===== config.mk =====
export PLATFORM = sky130hd
export DESIGN_NAME = md_issue_ctrl_flat
export DESIGN_NICKNAME = d
export VERILOG_FILES = /design/src/rtl/md_issue_if.sv /design/src/rtl/md_issue_ctrl.sv /design/src/flat_wrapper.sv
export SDC_FILE = /design/constraint.sdc
export NUM_CORES = 1
export LEC_CHECK = 0
export ABC_AREA = 1
export CORE_MARGIN = 2
export CORE_UTILIZATION = 40
export CTS_CLUSTER_SIZE = 14
export DETAILED_ROUTE_END_ITERATION = 10
export PLACE_DENSITY = 0.77
export SLEW_MARGIN = 10
export SYNTH_ARGS = -nofsm -noshare
export SYNTH_HDL_FRONTEND = slang
export SYNTH_SLANG_ARGS = --single-unit

===== constraint.sdc =====
create_clock -name clock -period 1.5 [get_ports clock]
set_input_delay 0.3 -clock clock [delete_from_list [all_inputs] [get_ports clock]]
set_output_delay 0.3 -clock clock [all_outputs]
set_load 0.03 [all_outputs]

===== src/rtl/md_issue_if.sv =====
// Pipeline-side handshake bundle for the mult/div issue controller:
// DX decode inputs, multdiv status, W-stage arbitration and control outputs.
interface md_issue_if #(
   parameter int REG_W = 5
);
   logic [31:0]      dx_instr;
   logic             dx_valid;
   logic             md_rdy;
   logic             md_exc;
   logic             w_busy;
   logic             start_mult;
   logic             start_div;
   logic             stall;
   logic             nop_xm;
   logic             pw_load;
   logic             wb_en;
   logic [REG_W-1:0] wb_rd;
   logic             exc_out;
   logic             timeout_flag;
   logic             busy;

   modport master (
      output dx_instr, dx_valid, md_rdy, md_exc, w_busy,
      input  start_mult, start_div, stall, nop_xm, pw_load, wb_en, wb_rd,
             exc_out, timeout_flag, busy
   );

   modport slave (
      input  dx_instr, dx_valid, md_rdy, md_exc, w_busy,
      output start_mult, start_div, stall, nop_xm, pw_load, wb_en, wb_rd,
             exc_out, timeout_flag, busy
   );
endinterface


===== src/rtl/md_issue_ctrl.sv =====
// Mult/div issue and stall control: one outstanding operation, timeout abort,
// P/W holding latch load and write-back arbitration against the W stage.
//
// state | meaning
// ------+-----------------------------------------------------------------
// IDLE  | nothing outstanding; a decoded mult/div issues from here
// BUSY  | waiting for md_rdy, timeout counter running
// HOLD  | result latched in P/W, waiting for a free regfile write port
module md_issue_ctrl #(
   parameter bit BLOCKING = 1'b1,
   parameter int TIMEOUT  = 40,
   parameter int CNT_W    = 8,
   parameter int REG_W    = 5
) (
   input logic        clock,
   input logic        reset,
   md_issue_if.slave  bus
);
   typedef enum logic [1:0] {IDLE, BUSY, HOLD} state_t;

   state_t           state;
   logic [CNT_W-1:0] cnt;
   logic [REG_W-1:0] pend_rd;
   logic             wb_q;
   logic             tflag_q;

   logic [4:0]       opcode;
   logic [4:0]       alu_op;
   logic [REG_W-1:0] rd;
   logic [REG_W-1:0] rs;
   logic [REG_W-1:0] rt;
   logic             md_op;
   logic             hazard;
   logic             tmo_hit;
   logic             hold_wb;
   logic             unused_instr_bits;

   assign opcode = bus.dx_instr[31:27];
   assign alu_op = bus.dx_instr[6:2];
   assign rd     = REG_W'(bus.dx_instr[26:22]);
   assign rs     = REG_W'(bus.dx_instr[21:17]);
   assign rt     = REG_W'(bus.dx_instr[16:12]);
   assign unused_instr_bits = ^{bus.dx_instr[11:7], bus.dx_instr[1:0]};

   always_comb begin
      md_op   = bus.dx_valid && (opcode == 5'b00000) &&
                ((alu_op == 5'b00110) || (alu_op == 5'b00111));
      // a second mult/div must wait as well as any reader of the pending rd
      hazard  = md_op || (bus.dx_valid && (pend_rd != '0) &&
                          ((rs == pend_rd) || (rt == pend_rd)));
      tmo_hit = (state == BUSY) && !bus.md_rdy && (cnt == CNT_W'(TIMEOUT));
      hold_wb = (state == HOLD) && !bus.w_busy && (pend_rd != '0);
   end

   always_comb begin
      bus.start_mult   = 1'b0;
      bus.start_div    = 1'b0;
      bus.stall        = 1'b0;
      bus.nop_xm       = 1'b0;
      bus.pw_load      = 1'b0;
      bus.wb_en        = 1'b0;
      bus.wb_rd        = '0;
      bus.exc_out      = 1'b0;
      bus.timeout_flag = 1'b0;
      bus.busy         = 1'b0;
      if (!reset) begin
         if (state == IDLE) begin
            bus.start_mult = md_op && (alu_op == 5'b00110);
            bus.start_div  = md_op && (alu_op == 5'b00111);
            bus.nop_xm     = md_op;
         end else begin
            bus.busy   = 1'b1;
            bus.stall  = BLOCKING ? 1'b1 : hazard;
            bus.nop_xm = BLOCKING ? bus.dx_valid : hazard;
         end
         bus.pw_load      = (state == BUSY) && bus.md_rdy;
         bus.exc_out      = ((state == BUSY) && bus.md_rdy && bus.md_exc) || tmo_hit;
         bus.timeout_flag = tflag_q || tmo_hit;
         bus.wb_en        = wb_q || hold_wb;
         bus.wb_rd        = bus.wb_en ? pend_rd : '0;
      end
   end

   always_ff @(posedge clock) begin
      if (reset) begin
         state   <= IDLE;
         cnt     <= '0;
         pend_rd <= '0;
         wb_q    <= 1'b0;
         tflag_q <= 1'b0;
      end else begin
         wb_q <= 1'b0;
         case (state)
            IDLE: begin
               // pend_rd may still feed this cycle's wb_rd; it updates at the edge
               if (md_op) begin
                  state   <= BUSY;
                  cnt     <= '0;
                  pend_rd <= rd;
               end
            end
            BUSY: begin
               if (bus.md_rdy) begin
                  if (!bus.w_busy) begin
                     state <= IDLE;
                     wb_q  <= (pend_rd != '0);
                  end else begin
                     state <= HOLD;
                  end
               end else if (cnt == CNT_W'(TIMEOUT)) begin
                  state   <= IDLE;
                  tflag_q <= 1'b1;
               end else begin
                  cnt <= cnt + 1'b1;
               end
            end
            HOLD: begin
               if (!bus.w_busy) state <= IDLE;
            end
            default: state <= IDLE;
         endcase
      end
   end
endmodule


===== src/flat_wrapper.sv =====
// flat-port wrapper written by rule: the top's interface ports become plain ports
module md_issue_ctrl_flat 
#(
   parameter bit BLOCKING = 1'b1,
   parameter int TIMEOUT  = 40,
   parameter int CNT_W    = 8,
   parameter int REG_W    = 5
)
  (clock, reset, bus_dx_instr, bus_dx_valid, bus_md_rdy, bus_md_exc, bus_w_busy, bus_start_mult, bus_start_div, bus_stall, bus_nop_xm, bus_pw_load, bus_wb_en, bus_wb_rd, bus_exc_out, bus_timeout_flag, bus_busy);
  md_issue_if #(.REG_W(REG_W)) bus_i ();
  input logic clock;
  input logic reset;
  input wire logic [$bits(bus_i.dx_instr)-1:0] bus_dx_instr;
  input wire logic [$bits(bus_i.dx_valid)-1:0] bus_dx_valid;
  input wire logic [$bits(bus_i.md_rdy)-1:0] bus_md_rdy;
  input wire logic [$bits(bus_i.md_exc)-1:0] bus_md_exc;
  input wire logic [$bits(bus_i.w_busy)-1:0] bus_w_busy;
  output wire logic [$bits(bus_i.start_mult)-1:0] bus_start_mult;
  output wire logic [$bits(bus_i.start_div)-1:0] bus_start_div;
  output wire logic [$bits(bus_i.stall)-1:0] bus_stall;
  output wire logic [$bits(bus_i.nop_xm)-1:0] bus_nop_xm;
  output wire logic [$bits(bus_i.pw_load)-1:0] bus_pw_load;
  output wire logic [$bits(bus_i.wb_en)-1:0] bus_wb_en;
  output wire logic [$bits(bus_i.wb_rd)-1:0] bus_wb_rd;
  output wire logic [$bits(bus_i.exc_out)-1:0] bus_exc_out;
  output wire logic [$bits(bus_i.timeout_flag)-1:0] bus_timeout_flag;
  output wire logic [$bits(bus_i.busy)-1:0] bus_busy;
  assign bus_i.dx_instr = bus_dx_instr;
  assign bus_i.dx_valid = bus_dx_valid;
  assign bus_i.md_rdy = bus_md_rdy;
  assign bus_i.md_exc = bus_md_exc;
  assign bus_i.w_busy = bus_w_busy;
  assign bus_start_mult = bus_i.start_mult;
  assign bus_start_div = bus_i.start_div;
  assign bus_stall = bus_i.stall;
  assign bus_nop_xm = bus_i.nop_xm;
  assign bus_pw_load = bus_i.pw_load;
  assign bus_wb_en = bus_i.wb_en;
  assign bus_wb_rd = bus_i.wb_rd;
  assign bus_exc_out = bus_i.exc_out;
  assign bus_timeout_flag = bus_i.timeout_flag;
  assign bus_busy = bus_i.busy;
  md_issue_ctrl #(.BLOCKING(BLOCKING), .TIMEOUT(TIMEOUT), .CNT_W(CNT_W), .REG_W(REG_W)) u_core (.clock(clock), .reset(reset), .bus(bus_i));
endmodule

Word level (Yosys, flattened, before mapping)
Cells that the tools add are included.
{ "word_totals": {"ff_bits": 17, "latchBits": 0, "ramBits": 0, "mem_bits_ro": 0, "inputBits": 38, "output_inout_bits": 14, "elab_cells": 67, "memories": 0} }
{ "classes": {"n_addsub": 1, "mul": 0, "div": 0, "order_cmp": 0, "eq_ne": 10, "shifts": 0, "muxes": 24, "bitwise": 2, "n_reduce_logical": 25} }
{ "op_table": {"columns": ["cell", "n"], "rows": [
  ["$mux 8", 3],
  ["$pmux 8 s2", 1],
  ["$mux 1", 12],
  ["$eq 5x3->1 const B", 2],
  ["$logic_and 1x1->1", 10],
  ["$mux 2", 5],
  ["$mux 5", 2],
  ["$add 8x1->8 const B", 1],
  ["$eq 8x6->1 const B", 1],
  ["$ne 2x2->1 const B", 3],
  ["$pmux 2 s3", 1],
  ["$reduce_and 3->1", 2],
  ["$logic_not 5->1", 1],
  ["$reduce_bool 5->1", 1],
  ["$logic_or 1x1->1", 4],
  ["$reduce_and 4->1", 1],
  ["$reduce_or 4->1", 1],
  ["$ne 3x3->1 const B", 1],
  ["$eq 2x1->1 const B", 1],
  ["$eq 2x2->1 const B", 1],
  ["$logic_not 1->1", 2],
  ["$logic_not 2->1", 1],
  ["$ne 2x1->1 const B", 1],
  ["$not 1->1", 2],
  ["other kinds (2)", 2]
]} }

Depth between registers and ports, before layout
Gate-level depths: netlist of the first run.
{ "logic_depth": {"depth_word": 6, "mapped_depth": 11, "mapped_depth_nobuf": 11} }

Worst setup path before layout of the first run
Ideal clock, no wire load.
{ "synth_timing": {"path_kind": "reg-to-output", "from": "reg u_core.state[0]", "to": "out bus_exc_out", "t_arrival_ns": 1.286, "required_ns": 1.200, "setup_slack_ns": -0.086, "path_stages_with_launch": 7, "n_path_buf": 0, "cell_sequence": "dfxtp_1 > nand2_4 > inv_2 > nand2_1 > nor2_2 > nand2_1 > nand2_1"} }
{ "synth_between": {"elab_chain_cells": 5, "word_cells_on_any_way": 7, "classes_between": "eq/ne (1); mux (1); reduce/logical (5)"} }
{ "synth_rtl": {"columns": ["element", "line_no", "rtl"], "rows": [
  ["start, declared", "md_issue_ctrl.sv:21", "state_t state;"],
  ["start signal, assigned", "md_issue_ctrl.sv:86", "state <= IDLE;"],
  ["start signal, assigned", "md_issue_ctrl.sv:97", "state <= BUSY;"],
  ["start signal, assigned", "md_issue_ctrl.sv:105", "state <= IDLE;"],
  ["$eq 2x1->1 (*)", "md_issue_ctrl.sv:51, md_issue_ctrl.sv:77", null],
  ["$logic_and 1x1->1, on equally long branches (2 in a row)", "md_issue_ctrl.sv:77, md_issue_ctrl.sv:51", null],
  ["$logic_or 1x1->1 (*)", "md_issue_ctrl.sv:77", "bus.exc_out = ((state == BUSY) && bus.md_rdy && bus.md_exc) || tmo_hit;"],
  ["$mux 1 (*)", "md_issue_ctrl.sv:66", "if (!reset) begin"],
  ["end, declared", "flat_wrapper.sv:25", "output wire logic [$bits(bus_i.exc_out)-1:0] bus_exc_out;"]
]} }
Mark *: on every way between the ends. The rest lies on a longest branch, timed or not.

Final worst setup path of the first run
{ "layout_timing": {"from": "reg u_core.pend_rd[0]", "to": "out bus_wb_rd[1]"} }
{ "layout_between": {"elab_chain_cells": 5} }
{ "layout_rtl": {"columns": ["element", "line_no", "rtl"], "rows": [
  ["start, declared", "md_issue_ctrl.sv:23", "logic [REG_W-1:0] pend_rd;"],
  ["start signal, assigned", "md_issue_ctrl.sv:99", "pend_rd <= rd;"],
  ["$reduce_bool 5->1", null, null],
  ["$logic_and 1x1->1", "md_issue_ctrl.sv:52", "hold_wb = (state == HOLD) && !bus.w_busy && (pend_rd != '0);"],
  ["$logic_or 1x1->1", "md_issue_ctrl.sv:79", "bus.wb_en = wb_q || hold_wb;"],
  ["$mux 5", "md_issue_ctrl.sv:80", "bus.wb_rd = bus.wb_en ? pend_rd : '0;"],
  ["$mux 5", "md_issue_ctrl.sv:66", null],
  ["end, declared", "flat_wrapper.sv:24", "output wire logic [$bits(bus_i.wb_rd)-1:0] bus_wb_rd;"]
]} }
No other way between the ends.

==> results of run 1 <==
worst reg2reg max path, delay by kind of cell, from the launching register on:
kind | cells | cell delay [ns]
buffers and inverters | 4 | 0.49
flip-flops | 1 | 0.38
AND/OR/NAND/NOR | 6 | 0.51
power by group:
group	internal [mW]	switching, mW
logic	0.0548	0.0448
clock network	0.104	0.147
registers	0.448	0.000436
total	0.606	0.192
synth_stat cells, types with 2 or more instances:
cell,instances,area share [%]
nand2_4,3,2.9
nand3_1,10,4.3
inv_1,25,8.0
ha_1,2,2.1
o21ai_0,2,0.85
nor2_4,4,3.8
nand4_1,3,1.6
a21oi_1,4,1.7
nand2_2,8,4.3
nor2_2,4,2.1
inv_2,3,0.96
nand2_1,47,15
dfxtp_1,17,29
nor2_1,45,14
cells by family (layout without fill, tap and decap cells):
group           Yosys count  count (layout)  synth area share (%)
xor+xnor                  1               1                 0.747
simple gates            128             128                  51.4
compound gates            8               8                  3.84
fa+ha+maj                 2               2                  2.13
buf+inv                  33              97                  12.8
flops                    17              17                  29.0
timing repair:
item                                    CTS  global route
pin swaps                                21            18
endpoints found under the hold margin     0             0
endpoints found under the setup margin   14            17
gates resized for setup                  51            29
buffers inserted                          9             5
layer usage:
metal  share of wire, %  global-route usage [%]
met4                1.1                    3.99
met3                4.3                    4.24
met1                 43                    21.9
met5                  0                       0
met2                 52                    31.7
area by class of cell:
| cell class | count | area (sq um) | area share, % |
|---|---|---|---|
| Clock buffer | 4 | 26.3 | 1.41 |
| Inverter | 29 | 119 | 6.36 |
| Multi-Input combinational cell | 139 | 788 | 42.2 |
| Sequential cell | 17 | 353 | 18.9 |
| Tap cell | 31 | 38.8 | 2.07 |
| Timing Repair Buffer | 64 | 544 | 29.1 |
stage by stage:
stage	instances	utilization (%)
global route	284	67.2
finish	284	67.2
detailed placement	267	58.6
global placement	267	58.6
floorplan	189	-
CTS	280	64.5
worst paths after layout:
kind | cells after the start | startpoint | endpoint
max | 7 | u_core.pend_rd[0]$_SDFFE_PP0P_ | bus_wb_rd[1]
min | 2 | u_core.cnt[7]$_SDFFE_PP0P_ | u_core.cnt[7]$_SDFFE_PP0P_
max reg2reg | 10 | u_core.state[1]$_SDFFE_PP0P_ | u_core.cnt[1]$_SDFFE_PP0P_
min reg2reg | 2 | u_core.cnt[7]$_SDFFE_PP0P_ | u_core.cnt[7]$_SDFFE_PP0P_
layout by cell type, fill, tap and decap left out, types with 5 or more instances in the layout:
master	Yosys	routed
nor2_2	4	7
clkbuf_2	0	5
nand2_2	8	13
nand2_4	3	6
nand2_1	47	39
buf_4	1	33
nor2_4	4	7
clkdlybuf4s50_1	0	8
inv_1	25	22
nand3_1	10	8
nor2_1	45	39
buf_6	1	10
dfxtp_1	17	11
flip-flops by register name, indices dropped and copies added, names as in the netlist:
signal / count
u_core.wb_q: 1
u_core.state: 2
u_core.tflag_q: 1
u_core.pend_rd: 5
u_core.cnt: 8
==> reports/metrics.csv, run 1 <==
metric,value,unit
fin_crit,1.67,ns
die_w,58.1,um
coreArea,0.00278,sq mm
finalSetupTns,-1.44,ns
post_dp_cell_area,0.00163,sq mm
period_share,111,%
hold_class,flop to flop,
grt_use_total,17.9,%
clock_latency,0.30,ns
worst_pin_slew,0.238,ns
grt-ovfl-total,0,
grt_pass1_wl,4.66,mm
grt_max_degree,11,
drt_first_pass_iters,4,
whs,0.499,ns
finClkSkew,0.00839,ns
final_area,0.00187,sq mm
drive_gt1_share,42.7,%
port_buffers,34,
setup_viol,12,
worst_path_max_delay_cell,dfxtp_1,
crit_buf_inv,1,
violations,negative setup slack,
clock_sinks,17,
clockRootBuffer,clkbuf_4,
start_util,42.2,%
dp_slack,-0.271,ns
cp_cell_sequence,nor2_1 > nand4_1 > nand4_1 > nand2_1 > nand2_2 > nor2_1 > buf_4,
h-tree-depth,1,
wire_per_inst,10.9,um
cts_buffers,3,
fillers,248,
clk_pin_slew,0.10,ns
arrival,1.37,ns
max_slew_margin,84.0,%
crit_path_end_kind,output pin,
gp_congestion,0.818,
p_per_area,427,mW/mm^2
ant_nets,0,
rows,19,
ys_ff_latch,17,
fmax,598,MHz
ios,52,
final_max_slew_viol_count,0,
syn_avg_cell_area,6.20,sq um
syn_area,0.00117,sq mm
syn-instance-count,189,
cp_slowest_stage_delay,0.32,ns
synth_nets,229,
ys.flop_type,dfxtp_1,
drc_errors,0,
diodes,0,
p_leak,0.868,nW
async_reset_ff_share,0,%
total_power,799,uW
cts_tree,built,
rsz0062_at_grt,true,
die_y,58.1,um
synth_seq_area_share,29.0,%
cp_max_fo,6,
crit_type,flop to output pin,
die-area,0.00338,sq mm
first_iter_violations,50,
max-vdd-ir-drop,0.000371,V
final.setup.worst_slack,-0.172,ns
vias_per_cell,4.64,
area_growth,59.4,%
clk_path_buf_depth,2,
num_vias,1319,
synth_enable_flop_cells,0,
dp.final_hpwl,2.11,mm
drt_wl_total,3.09,mm
r2r_setup_slack,0.05,ns
grt_pass1_vias,1100,
maxCapViolations,0,
synth_cell_type_count,26,
worst_setup_path_start_kind,flop,
ys_warn_count,0,
cts_hold_buffers,0,
hold_violations,0,
antenna_found_initial,0,
worstPathRequired,1.20,ns
crit_family,simple AND/OR/NAND/NOR gates,
outcome,finished with violations,
fin_nets,294,
(Power assumes the default switching activity.)
==> run 2, diff against run 1 <==
--- a/config.mk
+++ b/config.mk
@@ -7,10 +7,10 @@
 export LEC_CHECK = 0
 export ABC_AREA = 1
 export CORE_MARGIN = 2
-export CORE_UTILIZATION = 40
+export CORE_UTILIZATION = 25
 export CTS_CLUSTER_SIZE = 14
 export DETAILED_ROUTE_END_ITERATION = 10
-export PLACE_DENSITY = 0.77
+export GPL_ROUTABILITY_DRIVEN = 0
 export SLEW_MARGIN = 10
 export SYNTH_ARGS = -nofsm -noshare
 export SYNTH_HDL_FRONTEND = slang
==> run 2 against run 1 <==
  * The run still ends with negative setup slack left
  * First-iteration DRC count increased by 6.0%
  * Critical path depth stayed put
  * Global-route usage shrank 5.8 points
  * Combinational power decreased by 0.7%
  * Clock-buffer cell count is 1 lower
  * Hold slack better by 0.0099 ns
  * Sequential share of layout area is 0.19 points lower
  * Design area is 2.1% higher
  * Critical endpoint is now bus_exc_out
  * Largest power group unchanged
  * Highest routed layer unchanged
==> reports/metrics.csv, run 2 (synthesized netlist as in run 1, its figures left out) <==
metric,value,unit,change
crit_path_end_kind,output pin,,unchanged
grt_pass1_vias,1262,,was 1100
top_register,u_core.cnt,,unchanged
p_per_area,467,mW/mm^2,was 427 mW/mm^2
cts_hold_buffers,0,,unchanged
grt_use_total,12.1,%,was 17.9%
die_y,72.5,um,was 58.1 um
area_growth,62.8,%,was 59.4%
die_w,72.5,um,was 58.1 um
ant_nets,0,,unchanged
cts_tree,built,,unchanged
violations,negative setup slack,,unchanged
cp_max_fo,3,,was 6
largest_register_ffs,8,,unchanged
worstPathRequired,1.20,ns,about the same
hold_class,flop to flop,,unchanged
ios,52,,unchanged
clock_sinks,17,,unchanged
dp.final_hpwl,2.15,mm,was 2.11 mm
finClkSkew,0.00124,ns,was 0.00839 ns
vias_per_cell,4.20,,was 4.64
fmax,628,MHz,was 598 MHz
fin_nets,291,,was 294
num_vias,1268,,was 1319
layout_common_cells,"nor2_1, nand2_1, buf_4",,unchanged
start_util,26.4,%,was 42.2%
fin_crit,1.59,ns,was 1.67 ns
first_iter_violations,53,,was 50
total_power,891,uW,was 799 uW
drc_errors,0,,unchanged
drt_wl_total,2.97,mm,was 3.09 mm
port_buffers,34,,unchanged
crit_type,flop to output pin,,unchanged
reg_top3,"u_core.cnt x8, u_core.pend_rd x5, u_core.state x2",,unchanged
max_slew_margin,82.2,%,was 84.0%
arrival,1.29,ns,was 1.37 ns
setup_viol,10,,was 12
p_leak,0.867,nW,was 0.868 nW
h-tree-depth,1,,unchanged
antenna_found_initial,0,,unchanged
fillers,456,,was 248
final.setup.worst_slack,-0.0914,ns,was -0.172 ns
outcome,finished with violations,,unchanged
maxCapViolations,0,,unchanged
period_share,106,%,was 111%
diodes,0,,unchanged
worst_pin_slew,0.268,ns,was 0.238 ns
clock_latency,0.25,ns,was 0.30 ns
rsz0062_at_grt,true,,unchanged
clk_pin_slew,0.07,ns,was 0.10 ns
cts_buffers,3,,unchanged
clockRootBuffer,clkbuf_8,,was clkbuf_4
final_util,42.9,%,was 67.2%
grt_pass1_wl,5.18,mm,was 4.66 mm
clk_path_buf_depth,2,,unchanged
grt-ovfl-total,0,,unchanged
die-area,0.00525,sq mm,was 0.00338 sq mm
rows,24,,was 19
grt_max_degree,11,,unchanged
max-vdd-ir-drop,0.000245,V,was 0.000371 V
hold_violations,0,,unchanged
dp_slack,-0.290,ns,was -0.271 ns
drt_first_pass_iters,4,,unchanged
final_max_slew_viol_count,0,,unchanged
wire_per_inst,9.84,um,was 10.9 um
worst_setup_path_start_kind,flop,,unchanged
drive_gt1_share,48.0,%,was 42.7%
coreArea,0.00444,sq mm,was 0.00278 sq mm
==> run 2: cell count changes in the layout (fill, tap and decap cells not counted), moves of 2 or more <==
cell	previous run	this run
nor2_1	39	37
buf_2	2	0
clkdlybuf4s15_1	2	0
nand2_1	39	37
clkbuf_4	3	0
buf_4	33	29
nor2_2	7	9
dfxtp_2	4	7
dfxtp_1	11	8
clkbuf_8	0	3
clkbuf_2	5	10
inv_2	4	9
inv_1	22	18
==> run 2: critical path: stages (launching register included) <==
cell and delay [ns]:
dfxtp_2 0.32, inv_2 0.07, ha_4 0.15, nand2_4 0.05, nor2_4 0.13, nand3_4 0.10
nand2_2 0.09, buf_6 0.13
==> run 2: area by class of cell <==
type / instances / area [sq um] / area share (%)
Inverter: 29 / 116 / 6.10
Clock buffer: 3 / 41.3 / 2.16
Sequential cell: 17 / 357 / 18.7
Clock inverter: 1 / 5.00 / 0.262
Multi-Input combinational cell: 139 / 816 / 42.8
Tap cell: 52 / 65.1 / 3.41
Timing Repair Buffer: 61 / 508 / 26.6
==> run 2: final timing paths <==
path | slack [ns] | cells past startpoint | to | start
worst max-delay path | -0.09 | 7 | bus_exc_out | u_core.cnt[0]$_SDFFE_PP0P_
worst max register to register | 0.15 | 11 | u_core.cnt[6]$_SDFFE_PP0P_ | u_core.cnt[0]$_SDFFE_PP0P_
worst min register to register | 0.51 | 2 | u_core.cnt[7]$_SDFFE_PP0P_ | u_core.cnt[7]$_SDFFE_PP0P_
worst min-delay path | 0.51 | 2 | u_core.cnt[7]$_SDFFE_PP0P_ | u_core.cnt[7]$_SDFFE_PP0P_
==> run 2: power breakdown <==
group / internal (mW) / leakage [nW] / switching, mW
clock: 0.184 / 0.0255 / 0.160
combinational: 0.0533 / 0.699 / 0.0456
sequential: 0.448 / 0.142 / 0.000492
==> run 2: layer usage <==
| layer | up-vias | global-route usage, % | wire, um |
|---|---|---|---|
| met5 | - | 0 | 0 |
| met4 | 0 | 4.32 | 31 |
| met3 | 2 | 1.81 | 130 |
| met2 | 24 | 20.4 | 1410 |
| met1 | 553 | 15.6 | 1400 |
| li1 | 689 | - | - |
==> run 2: per-stage QoR <==
stage / setup TNS [ns] / instance area (sq um) / cells / hold WS [ns]
final: -0.482 / 1910 / 302 / 0.509
after global routing: -1.50 / 1910 / 302 / 0.519
after CTS: -0.710 / 1840 / 300 / 0.509
after detailed placement: -5.17 / 1660 / 289 / 0.499
after global placement: -5.33 / 1660 / 289 / 0.491
after floorplan: 0 / 1180 / 189 / 0.422
==> run 2: repair_timing <==
action	in CTS	in global routing
buffers inserted	7	4
hold endpoints to repair	0	0
pin swaps	15	22
setup endpoints to repair	14	16
gates resized for setup	53	43
